$ cat src/rtl/if_fetch.sv
// Instruction-fetch stage: owns the PC, pipelines imem requests and buffers responses for ID.
// Optional IF_BYPASS_EN: a response that finds the FIFO empty is forwarded to ID in the same cycle.
module if_fetch #(
  parameter int unsigned       ADDR_W     = 32,
  parameter int unsigned       INST_W     = 32,
  parameter logic [ADDR_W-1:0] RESET_ADDR = 32'h0000_0000,
  parameter int unsigned       DEPTH      = 2,
  parameter logic [INST_W-1:0] NOP_INST   = 32'h0000_0013
) (
  input  logic              clk,
  input  logic              rst,
  output logic              imem_req_o,
  output logic [ADDR_W-1:0] imem_addr_o,
  input  logic              imem_gnt_i,
  input  logic              imem_rvalid_i,
  input  logic [INST_W-1:0] imem_rdata_i,
  input  logic              jump_en_i,
  input  logic [ADDR_W-1:0] jump_addr_i,
  input  logic              id_ready_i,
  output logic              inst_valid_o,
  output logic [INST_W-1:0] inst_o,
  output logic [ADDR_W-1:0] inst_addr_o
);

  localparam int unsigned PTR_W = $clog2(DEPTH);
  localparam int unsigned CNT_W = $clog2(DEPTH + 1);

  typedef enum logic [1:0] {IDLE, RUN, DRAIN} state_e;

  state_e            state_q, state_d;
  logic [ADDR_W-1:0] pc_q, pc_d;
  logic [ADDR_W-1:0] resp_addr_q, resp_addr_d;
  logic [CNT_W-1:0]  out_q, out_d;
  logic [CNT_W-1:0]  discard_q, discard_d;
  logic [ADDR_W-1:0] last_addr_q;

  logic [ADDR_W-1:0] fifo_addr_q [DEPTH];
  logic [INST_W-1:0] fifo_data_q [DEPTH];
  logic [PTR_W-1:0]  wr_ptr_q, rd_ptr_q;
  logic [CNT_W-1:0]  count_q;

  logic              fifo_empty;
  logic [ADDR_W-1:0] head_addr;
  logic [INST_W-1:0] head_data;
  logic [CNT_W:0]    inflight;
  logic              credit_ok;
  logic [ADDR_W-1:0] jump_tgt;

  logic              req;
  logic              push;
  logic              pop;
  logic              flush;
  logic              bypass;
  logic              valid_c;
  logic [INST_W-1:0] inst_c;
  logic [ADDR_W-1:0] inst_addr_c;

  assign fifo_empty = (count_q == '0);
  assign head_addr  = fifo_addr_q[rd_ptr_q];
  assign head_data  = fifo_data_q[rd_ptr_q];
  // Words in flight plus words buffered may never exceed the FIFO size.
  assign inflight   = {1'b0, out_q} + {1'b0, count_q};
  assign credit_ok  = (inflight < (CNT_W + 1)'(DEPTH));
  assign jump_tgt   = {jump_addr_i[ADDR_W-1:2], 2'b00};

  always_comb begin
    state_d     = state_q;
    pc_d        = pc_q;
    resp_addr_d = resp_addr_q;
    out_d       = out_q;
    discard_d   = discard_q;
    req         = 1'b0;
    push        = 1'b0;
    pop         = 1'b0;
    flush       = 1'b0;
    bypass      = 1'b0;
    valid_c     = ~fifo_empty & ~jump_en_i;
    inst_c      = fifo_empty ? NOP_INST : head_data;
    inst_addr_c = fifo_empty ? last_addr_q : head_addr;

`ifdef IF_BYPASS_EN
    if (fifo_empty && (discard_q == '0) && !jump_en_i && imem_rvalid_i) begin
      bypass      = 1'b1;
      valid_c     = 1'b1;
      inst_c      = imem_rdata_i;
      inst_addr_c = resp_addr_q;
    end
`endif

    case (state_q)
      IDLE:    state_d = RUN;
      RUN:     req = credit_ok & ~jump_en_i;
      default: req = 1'b0;
    endcase

    if (req && imem_gnt_i) begin
      pc_d = pc_q + ADDR_W'(4);
    end

    case ({req & imem_gnt_i, imem_rvalid_i})
      2'b10:   out_d = out_q + CNT_W'(1);
      2'b01:   out_d = out_q - CNT_W'(1);
      default: out_d = out_q;
    endcase

    if (imem_rvalid_i) begin
      if (discard_q != '0) begin
        discard_d = discard_q - CNT_W'(1);
        if (discard_d == '0) begin
          state_d = RUN;
        end
      end else begin
        resp_addr_d = resp_addr_q + ADDR_W'(4);
        push        = ~(bypass & id_ready_i);
      end
    end

    pop = valid_c & id_ready_i & ~fifo_empty;

    // A redirect overrides everything: buffered words die, in-flight ones are dropped on arrival.
    if (jump_en_i) begin
      flush       = 1'b1;
      push        = 1'b0;
      pop         = 1'b0;
      pc_d        = jump_tgt;
      resp_addr_d = jump_tgt;
      discard_d   = imem_rvalid_i ? (out_q - CNT_W'(1)) : out_q;
      state_d     = (discard_d != '0) ? DRAIN : RUN;
    end
  end

  always_ff @(posedge clk or posedge rst) begin
    if (rst) begin
      state_q     <= IDLE;
      pc_q        <= RESET_ADDR;
      resp_addr_q <= RESET_ADDR;
      out_q       <= '0;
      discard_q   <= '0;
      last_addr_q <= RESET_ADDR;
    end else begin
      state_q     <= state_d;
      pc_q        <= pc_d;
      resp_addr_q <= resp_addr_d;
      out_q       <= out_d;
      discard_q   <= discard_d;
      if (!fifo_empty || bypass) begin
        last_addr_q <= inst_addr_c;
      end
    end
  end

  always_ff @(posedge clk or posedge rst) begin
    if (rst) begin
      wr_ptr_q <= '0;
      rd_ptr_q <= '0;
      count_q  <= '0;
    end else if (flush) begin
      wr_ptr_q <= '0;
      rd_ptr_q <= '0;
      count_q  <= '0;
    end else begin
      if (push) begin
        wr_ptr_q <= wr_ptr_q + PTR_W'(1);
      end
      if (pop) begin
        rd_ptr_q <= rd_ptr_q + PTR_W'(1);
      end
      case ({push, pop})
        2'b10:   count_q <= count_q + CNT_W'(1);
        2'b01:   count_q <= count_q - CNT_W'(1);
        default: count_q <= count_q;
      endcase
    end
  end

  always_ff @(posedge clk) begin
    if (push) begin
      fifo_addr_q[wr_ptr_q] <= resp_addr_q;
      fifo_data_q[wr_ptr_q] <= imem_rdata_i;
    end
  end

  a_no_overflow: assert property (@(posedge clk) disable iff (rst)
    !(imem_rvalid_i && (count_q == CNT_W'(DEPTH))));

  assign imem_req_o   = req;
  assign imem_addr_o  = pc_q;
  assign inst_valid_o = valid_c;
  assign inst_o       = inst_c;
  assign inst_addr_o  = inst_addr_c;

endmodule

$ cat config.mk
export PLATFORM = sky130hd
export DESIGN_NAME = if_fetch
export DESIGN_NICKNAME = d
export VERILOG_FILES = /design/src/rtl/if_fetch.sv
export SDC_FILE = /design/constraint.sdc
export NUM_CORES = 1
export LEC_CHECK = 0
export BUFFER_PORTS_ARGS = -buffer_cell sky130_fd_sc_hd__buf_2
export CAP_MARGIN = 40
export CORE_UTILIZATION = 59
export CTS_CLUSTER_SIZE = 20
export DETAILED_ROUTE_END_ITERATION = 12
export PLACE_DENSITY = 0.85
export SLEW_MARGIN = 20
export SYNTH_ARGS = -nofsm -noshare
export SYNTH_HDL_FRONTEND = slang
export SYNTH_SLANG_ARGS = --single-unit
$ cat constraint.sdc
create_clock -name clk -period 9.4 [get_ports clk]
set_input_delay 0.94 -clock clk [delete_from_list [all_inputs] [get_ports clk]]
set_output_delay 0.94 -clock clk [all_outputs]
set_load 0.1 [all_outputs]
Word level (Yosys, flattened, before mapping)
Memories as Yosys holds them, arrays and structs flattened.
Index checks and enable logic that the tools add are counted.
{"block": "totals", "regBits": 106, "rom_bits": 0, "in_bits": 70, "output_inout_bits": 98, "latch_bits": 0, "mem_bits_rw": 128, "n_memories": 2, "wordCells": 82}
{"block": "classes", "n_addsub": 10, "n_eq_ne": 6, "n_lt_le_gt_ge": 1, "shift": 0, "reduce_logical": 15, "n_bitwise": 7, "n_mux": 32, "div_mod_pow": 0, "mul": 0}
{"name": "fifo_addr_q", "words": 2, "word_bits": 32, "rd": 1, "rd_clocked_by_memory_dff": 0, "wr": 1, "line_no": "37", "rtl": "logic [ADDR_W-1:0] fifo_addr_q [DEPTH];"}
{"name": "fifo_data_q", "words": 2, "word_bits": 32, "rd": 1, "rd_clocked_by_memory_dff": 0, "wr": 1, "line_no": "38", "rtl": "logic [INST_W-1:0] fifo_data_q [DEPTH];"}
{"op": "32-bit 2-to-1 mux", "count": 7}
{"op": "32-bit by 3-bit adder with 32-bit output (second input constant)", "count": 2}
{"op": "2-bit 2-to-1 mux", "count": 11}
{"op": "2-bit nonzero test", "count": 8}
{"op": "1-bit 2-to-1 mux", "count": 12}
{"op": "2-bit case mux with 2 select lines", "count": 2}
{"op": "2-bit by 1-bit == test with 1-bit output (second input constant)", "count": 3}
{"op": "2-bit zero test", "count": 3}
{"op": "2-bit by 1-bit subtractor with 2-bit output (second input constant)", "count": 3}
{"op": "1-bit AND", "count": 5}
{"op": "2-bit by 1-bit adder with 2-bit output (second input constant)", "count": 2}
{"op": "2-bit == test (second input constant)", "count": 2}
{"op": "2-bit AND reduction", "count": 2}
{"op": "2-bit by 2-bit adder with 3-bit output", "count": 1}
{"op": "3-bit by 2-bit less-than comparator with 1-bit output (second input constant)", "count": 1}
{"op": "3-bit nonzero test", "count": 1}
{"op": "1-bit adder (second input constant)", "count": 2}
{"op": "2-bit inequality test (second input constant)", "count": 1}
{"op": "1-bit inverter", "count": 2}
{"op": "1-bit logical AND", "count": 1}

Logic depth before layout (Yosys ltp)
Gate-level depths: netlist of run 1.
{"block": "depth", "depth_word": 9, "ltp_mapped": 11, "ltp_nobuf": 9}

Worst setup path before layout of run 1
Ideal clock, no wire load.
{"block": "synth_path", "path_kind": "input-to-reg", "from": "in jump_en_i", "to": "mem fifo_addr_q[0][10] (enable)", "stages": 3, "setup_ps": 559, "t_required_ps": 8841, "arrival_ps": 5550, "path_buffers": 2, "setup_slack_ps": 3291, "path_cell_list": "clkbuf_8 > clkbuf_1 > nor3_1"}
{"block": "synth_between", "elab_chain_cells": 3}
{"element": "from (decl)", "line_no": "17", "rtl": "input logic jump_en_i,"}
{"element": "1-bit 2-to-1 mux", "line_no": "121", "rtl": "if (jump_en_i) begin"}
{"element": "1-bit 2-to-1 mux", "line_no": "177", "rtl": "if (push) begin"}
{"element": "1-bit 2-to-1 mux (not written as such)", "line_no": "178", "rtl": "fifo_addr_q[wr_ptr_q] <= resp_addr_q;"}
{"element": "to (decl)", "line_no": "37"}
No other way between the ends.

Worst setup path in the final report of run 1
{"block": "layout_path", "from": "reg rd_ptr_q", "to": "out inst_addr_o[15]"}
{"block": "layout_between", "elab_chain_cells": 2}
{"element": "from (decl)", "line_no": "39", "rtl": "logic [PTR_W-1:0] wr_ptr_q, rd_ptr_q;"}
{"element": "from (signal assigned)", "line_no": "166", "rtl": "rd_ptr_q <= rd_ptr_q + PTR_W'(1);"}
{"element": "memory 2 x 32 bit"}
{"element": "32-bit 2-to-1 mux", "line_no": "79", "rtl": "inst_addr_c = fifo_empty ? last_addr_q : head_addr;"}
{"element": "to (decl)", "line_no": "22", "rtl": "output logic [ADDR_W-1:0] inst_addr_o"}
No other way between the ends.

==> impl_results.md, run 1 <==
* Synth Cell Area at between 9000 and 10000 um^2
* Vias at a little under 7000
* Die area at roughly 17000 um^2
* Drt total wl at about 21 mm
* CP Depth at 4
* Period utilization at 0.401
* P&R area growth vs syn at 18.4%
* Initial antenna violation count at 0
* Synth Flop Type: edfxtp_1
* CTS tree: done
* Die Wd at approximately 130 um
* PostCTS Resize Cnt at 0
* FF-to-FF setup slack at roughly 6200 ps
* Ant diodes at 0
* Share of the core filled with cells at 0.712
* Post-CTS Setup Inserts at 0
* Area occupied by multi-input gates at roughly 3400 um^2
* # IOs at approximately 170
* Synth Register Bits at 226
* Port buffer count at 163
* Pin count of the biggest net entering global routing at roughly 70
* Synth top area share at 0.376
* HP Class: in -> async
* Critical Path Max Stage Delay at 690 ps
* Register area at between 6000 and 7000 um^2
* CTS sink count at between 200 and 250
* Max_cap viols at 0
* Final clock skew at roughly 8.1 ps
* Final setup TNS at 0 ps
* Synth async-reset ratio at 0.451
* RR Startpoint: count_q[0]
* DP Wirelength at between 10 and 15 mm
* CP cell instances: buf_4 -> mux2i_1 -> o21ai_0 -> buf_2
* Vias in the first global route at between 6000 and 7000
* Register area share after synthesis at 0.634
* First-iteration detailed-routing DRC count at 560
* Number of fill cells at 1113
* Wirelength per Cell at roughly 17 um
* Core Region at 16500 um^2
* Router iterations before antenna repair at 6
* Fraction of layout cells with a size suffix above 1 at 0.252
* Hold_buf cts at 0
* Syn avg cell area at between 10 and 15 um^2
* Setup violations, final at 0
* Cells after Synth at 805
* Least-Margin Pin Slew at around 800 ps
* CP delay by family, top: buffers and inverters
* Final worst path period need at 3770 ps
* Met3 WL at approximately 1.6 mm
* GRT Total Usage at 0.242
* Final ANT Viol Nets at 0
* WP buf/inv at 2
* FMAX at 265 MHz
* Grt total ovfl at 0
* PD cells at ~300 nW/um^2
* FF-to-FF End: imem_addr_o[4]
* Final Hold Vio Count at 0
* Post-synth EDFFs at 124
* RSZ-0062 raised after global routing: no
* Clock Latency Late Sink at between 400 and 500 ps
* Highest-delay cell along the critical path: buf_4
* Critical path class: reg -> out
* Die height at roughly 130 um
* Wire length on met1 at roughly 9 mm
* Setup crit start: rd_ptr_q
* CP endpoint: inst_addr_o[15]
* Top Layer Used: met4
* First-pass GRT wire length at 33.3 mm
* Worst-path clk slew at about 60 ps
* Vias/cell at between 5 and 6
* CTS buffer count at 22
* Synth area leader: edfxtp_1
* Worst Path Arrival at 2830 ps
* # H-tree levels at 1
* Residual DRC at 0
* R2R cell count at 9
* Main area contributors after synthesis: edfxtp_1, dfrtp_1, mux2i_1
* Initial Util at 0.602
* Root Buffer: clkbuf_16
* Crit. End Element: output port
* NumNets Final at 1038
* CTS Buffer Depth at 3
* Outcome: completed
* Synthesis Warnings at 0
* CP Max Fanout at between 40 and 50
* Cell variety after synth at ~60
* Row count at 47
* Slew Limit Headroom at 0.454
* Wire length on met2 at about 10 mm
* Data required time at the worst endpoint at 8460 ps
* Leak at around 4.7 nW
* Gpl congestion at 0.824
* CP startpoint kind: flip-flop
* Slew Limit Fails at 0
* Maximum vdd drop at roughly 170 uV
worst min-delay path by stage:
stage | startpoint | endpoint | slack, ps | cells after the start
2_1_floorplan | last_addr_q[10] | last_addr_q[10] | 440 | 2
3_3_place_gp | last_addr_q[17] | last_addr_q[17] | 450 | 2
3_5_place_dp | last_addr_q[26] | last_addr_q[26] | 460 | 2
4_1_cts | rst | last_addr_q[12] | 400 | 2
5_1_grt | rst | last_addr_q[28] | 410 | 2
6_report | rst | last_addr_q[0] | 400 | 2
routing by layer:
layer  global-route usage  vias up
met3               0.0436       27
met2                0.386      326
li1                     -     3245
met1                0.340     3340
met4               0.0730        0
met5                    0        -
state kept, by name, indices dropped and copies added (netlist names):
register	flops
count_q	2
discard_q	2
fifo_addr_q	60
fifo_data_q	64
imem_addr_o	30
last_addr_q	32
out_q	2
rd_ptr_q	1
resp_addr_q	30
state_q	2
wr_ptr_q	1
synth_stat cells, types with 4 or more instances:
master / instances
and4_1: 4
a31oi_1: 5
o21ai_0: 102
and2_1: 12
buf_1: 8
nand3_1: 23
nor2b_1: 5
o211ai_1: 7
mux2i_1: 63
and3_1: 10
nand4_1: 18
nor3_1: 7
xnor2_1: 18
a41oi_1: 4
nand2_1: 90
edfxtp_1: 124
clkbuf_1: 24
a221o_1: 4
nor2_1: 55
dfrtp_1: 102
o311ai_0: 6
a21oi_1: 7
inv_1: 13
xor2_1: 23
mux2_2: 8
ha_1: 5
cell usage in the layout (no fill, tap or decap), types with 5 or more instances in the layout:
master	instances
mux2_2	8
buf_2	163
nor2b_1	5
edfxtp_1	124
nand4_1	18
mux2i_1	63
dfrtp_1	101
nor3_1	6
o211ai_1	7
buf_4	7
a21oi_1	7
nor2_1	54
nand2_1	90
o21ai_0	102
clkbuf_8	7
clkbuf_16	23
and2_1	12
nand3_1	23
a31oi_1	5
xor2_1	23
inv_1	12
ha_1	5
and3_1	9
xnor2_1	18
o311ai_0	6
metrics by stage:
| step | worst slack [ps] | cell area, um^2 | power [mW] | hold WS (ps) | std cells |
|---|---|---|---|---|---|
| CTS | 5580 | 11700 | 3.64 | 402 | 1197 |
| detailed placement | 5960 | 11000 | 2.75 | 459 | 1157 |
| global route | 5490 | 11700 | 3.77 | 408 | 1198 |
| finish | 5630 | 11700 | 3.63 | 405 | 1198 |
| floorplan | 3290 | 9910 | 2.50 | 439 | 806 |
| global placement | 5770 | 10900 | 2.71 | 450 | 1154 |
layout make-up:
cell class | instances | area share
repair buffers | 174 | 0.0821
clock inverters | 9 | 0.00661
inverters | 13 | 0.00437
flip-flops and latches | 226 | 0.535
multi-input cells | 525 | 0.290
well taps | 220 | 0.0235
clock buffers | 31 | 0.0576
worst register-to-register path: cells and delay by family, from the launching register on:
family | cells | cell delay [ps]
simple gates | 4 | 1170
fa+ha+maj | 1 | 470
buf+inv | 2 | 510
flops | 1 | 480
compound gates | 2 | 450
kinds of logic after synthesis:
group,count (synthesis),synth area share
multiplexers,71,0.0728
AND/OR/NAND/NOR,254,0.135
XOR/XNOR,41,0.0363
flip-flops,226,0.634
buffers and inverters,55,0.0241
other,1,0.000379
AO/OA/AOI/OAI,151,0.0898
adder cells (fa/ha/maj),6,0.00834
report_power, final:
part	switching (mW)	total, mW	internal (mW)
clock	0.359	0.888	0.529
sequential	0.100	1.30	1.20
combinational	1.18	1.44	0.258
total	1.64	3.63	1.98
Power figures use the tool's default switching activity.
==> run 2, diff against run 1 <==
Settings changed: CORE_UTILIZATION 59 to 51, PLACE_DENSITY 0.85 to 0.78.
Clock period 9.4 ns to 3.41 ns, I/O delays scaled along.
==> run 2 against run 1 <==
  * Clock skew is 1.4 ps higher
  * Combinational power grew to 2.8 times the previous value
  * Sequential share of layout area is 0.44 points lower
  * Critical path depth is 1 higher
==> impl_results.md, run 2 (synthesis gave the netlist of run 1 again) <==
* Worst Path Arrival at 2540 ps (-290 ps)
* Max_cap viols at 0 (unchanged)
* Grt total ovfl at 0 (unchanged)
* Row count at 50 (+6.4%)
* Final Cell Area at 11800 um^2 (+0.83%)
* Largest registers: fifo_data_q (64), fifo_addr_q (60), last_addr_q (32)
* Share of the core filled with cells at 0.626 (-0.0864)
* CTS buffer count at 23 (+4.5%)
* PostCTS Resize Cnt at 0 (unchanged)
* Slew Limit Headroom at 0.534 (+0.0800)
* CTS sink count at 226 (unchanged)
* CTS Buffer Depth at 3 (unchanged)
* Number of fill cells at 1475 (+33%)
* Root Buffer: clkbuf_16
* Data required time at the worst endpoint at 3070 ps (-5390 ps)
* Core Region at 18900 um^2 (+15%)
* Final setup TNS at 0 ps (unchanged)
* CP Max Fanout at 6 (-86%)
* Vias at 6821 (-1.7%)
* NumNets Final at 1049 (+1.1%)
* Leak at 4.72 nW (+0.33%)
* Post-Place Cell Area at 11100 um^2 (+1.3%)
* Commonest non-fill, non-tap cell in the layout: buf_2
* RSZ-0062 raised after global routing: no
* Residual DRC at 0 (unchanged)
* P&R area growth vs syn at 19.4%
* Slew Limit Fails at 0 (unchanged)
* Post-CTS Setup Inserts at 0 (unchanged)
* Vias/cell at 5.46 (-5.7%)
* CTS tree: done
* DP Wirelength at 14.6 mm (+5.8%)
* HP Class: in -> reg
* GRT Total Usage at 0.210 (-0.0313)
* Hold_buf cts at 1 (+1)
* Die area at 20000 um^2 (+15%)
* Critical path class: reg -> out
* Setup violations, final at 0 (unchanged)
* Vias in the first global route at 6273 (-3.9%)
* Max FFs per register at 64 (unchanged)
* Hold Path Cell Cnt at 1
* Wirelength per Cell at 16.9 um (-2.7%)
* Die height at 141 um (+7.4%)
* First-pass GRT wire length at 33.1 mm (-0.64%)
* Total power draw at 10.0 mW (+180%)
* Gpl congestion at 0.868 (+5.3%)
* Final clock skew at 9.48 ps (+1.41 ps)
* Maximum vdd drop at 408 uV (+140%)
* Most frequent cells in the layout: buf_2, edfxtp_1, dfrtp_1
* # IOs at 168 (unchanged)
* Least-Margin Pin Slew at 697 ps (-122 ps)
* Ant diodes at 0 (unchanged)
* Port buffer count at 163 (unchanged)
* # H-tree levels at 1 (unchanged)
* Die Wd at 141 um (+7.4%)
* Final ANT Viol Nets at 0 (unchanged)
* Period utilization at 0.844
* Fraction of layout cells with a size suffix above 1 at 0.250 (-0.00179)
* FMAX at approximately 350 MHz
* Crit. End Element: output port
* First-iteration detailed-routing DRC count at 416 (-26%)
* Initial antenna violation count at 0 (unchanged)
* Final worst hold slack at 41.0 ps (-364 ps)
* Router iterations before antenna repair at 4 (-2)
* Clock Latency Late Sink at 490 ps (about the same)
* Worst-path clk slew at 60 ps (about the same)
* Final worst path period need at ~2900 ps
* Pin count of the biggest net entering global routing at 65 (-9.7%)
* Outcome: completed
* Initial Util at 0.524 (-0.0773)
* R2R cell count at 9 (unchanged)
* Final Hold Vio Count at 0 (unchanged)
* Drt total wl at 21.2 mm (+1.4%)
* Reg with most FFs: fifo_data_q
* CP startpoint kind: flip-flop
* PD cells at 846 nW/um^2 (+170%)
[run 2: cell types whose count changed in the layout (fill, tap and decap cells not counted), moves of 3 or more]
cell,change
o21ai_1,+27
o21ai_0,-27
buf_12,+3
clkbuf_8,-5
clkbuf_1,+7
buf_4,+8
[run 2: critical path, stage by stage, from the launching register on]
cell and delay (ps):
dfrtp_1 470, and2_1 220, fa_1 450, nor4b_2 230, nor2b_1 220, buf_2 450
[run 2: worst paths after layout]
| kind | startpoint | endpoint | slack, ps |
|---|---|---|---|
| setup / recovery | count_q[0] | imem_req_o | 530 |
| hold / removal | imem_rdata_i[20] | fifo_data_q[0][20] | 40 |
| setup reg to reg | count_q[0] | imem_addr_o[27] | 710 |
| hold reg to reg | last_addr_q[22] | last_addr_q[22] | 470 |
| max in group asynchronous | rst | last_addr_q[17] | 2220 |
| min in group asynchronous | rst | state_q[1] | 440 |
[run 2: area by class of cell]
cell class / count / area (um^2) / share of cell area
inverter: 13 / 51.3 / 0.00434
clock inverter: 8 / 86.3 / 0.00730
multi-input combinational: 525 / 3410 / 0.289
clock buffer: 33 / 633 / 0.0535
sequential: 226 / 6280 / 0.531
tap: 260 / 325 / 0.0275
timing repair buffer: 184 / 1040 / 0.0878
[run 2: through the flow]
step	worst slack, ps	instances
2_1_floorplan	221	806
3_3_place_gp	759	1207
3_5_place_dp	731	1207
4_1_cts	502	1249
5_1_grt	345	1249
6_report	531	1249
[run 2: layer usage]
metal  global-route usage  wire (um)  vias to the layer above
li1                     -          -                     3277
met1                0.308       9670                     3269
met2                0.333       9660                      244
met3               0.0287       1460                       31
met4               0.0543        361                        0
met5                    0          0                        -
[run 2: report_power, final]
part | leakage (nW) | switching, mW | total, mW | internal (mW)
clock network | 0.352 | 0.969 | 2.41 | 1.44
registers | 2.37 | 0.304 | 3.60 | 3.30
logic | 2.01 | 3.24 | 4.00 | 0.762
total | 4.72 | 4.51 | 10.0 | 5.50
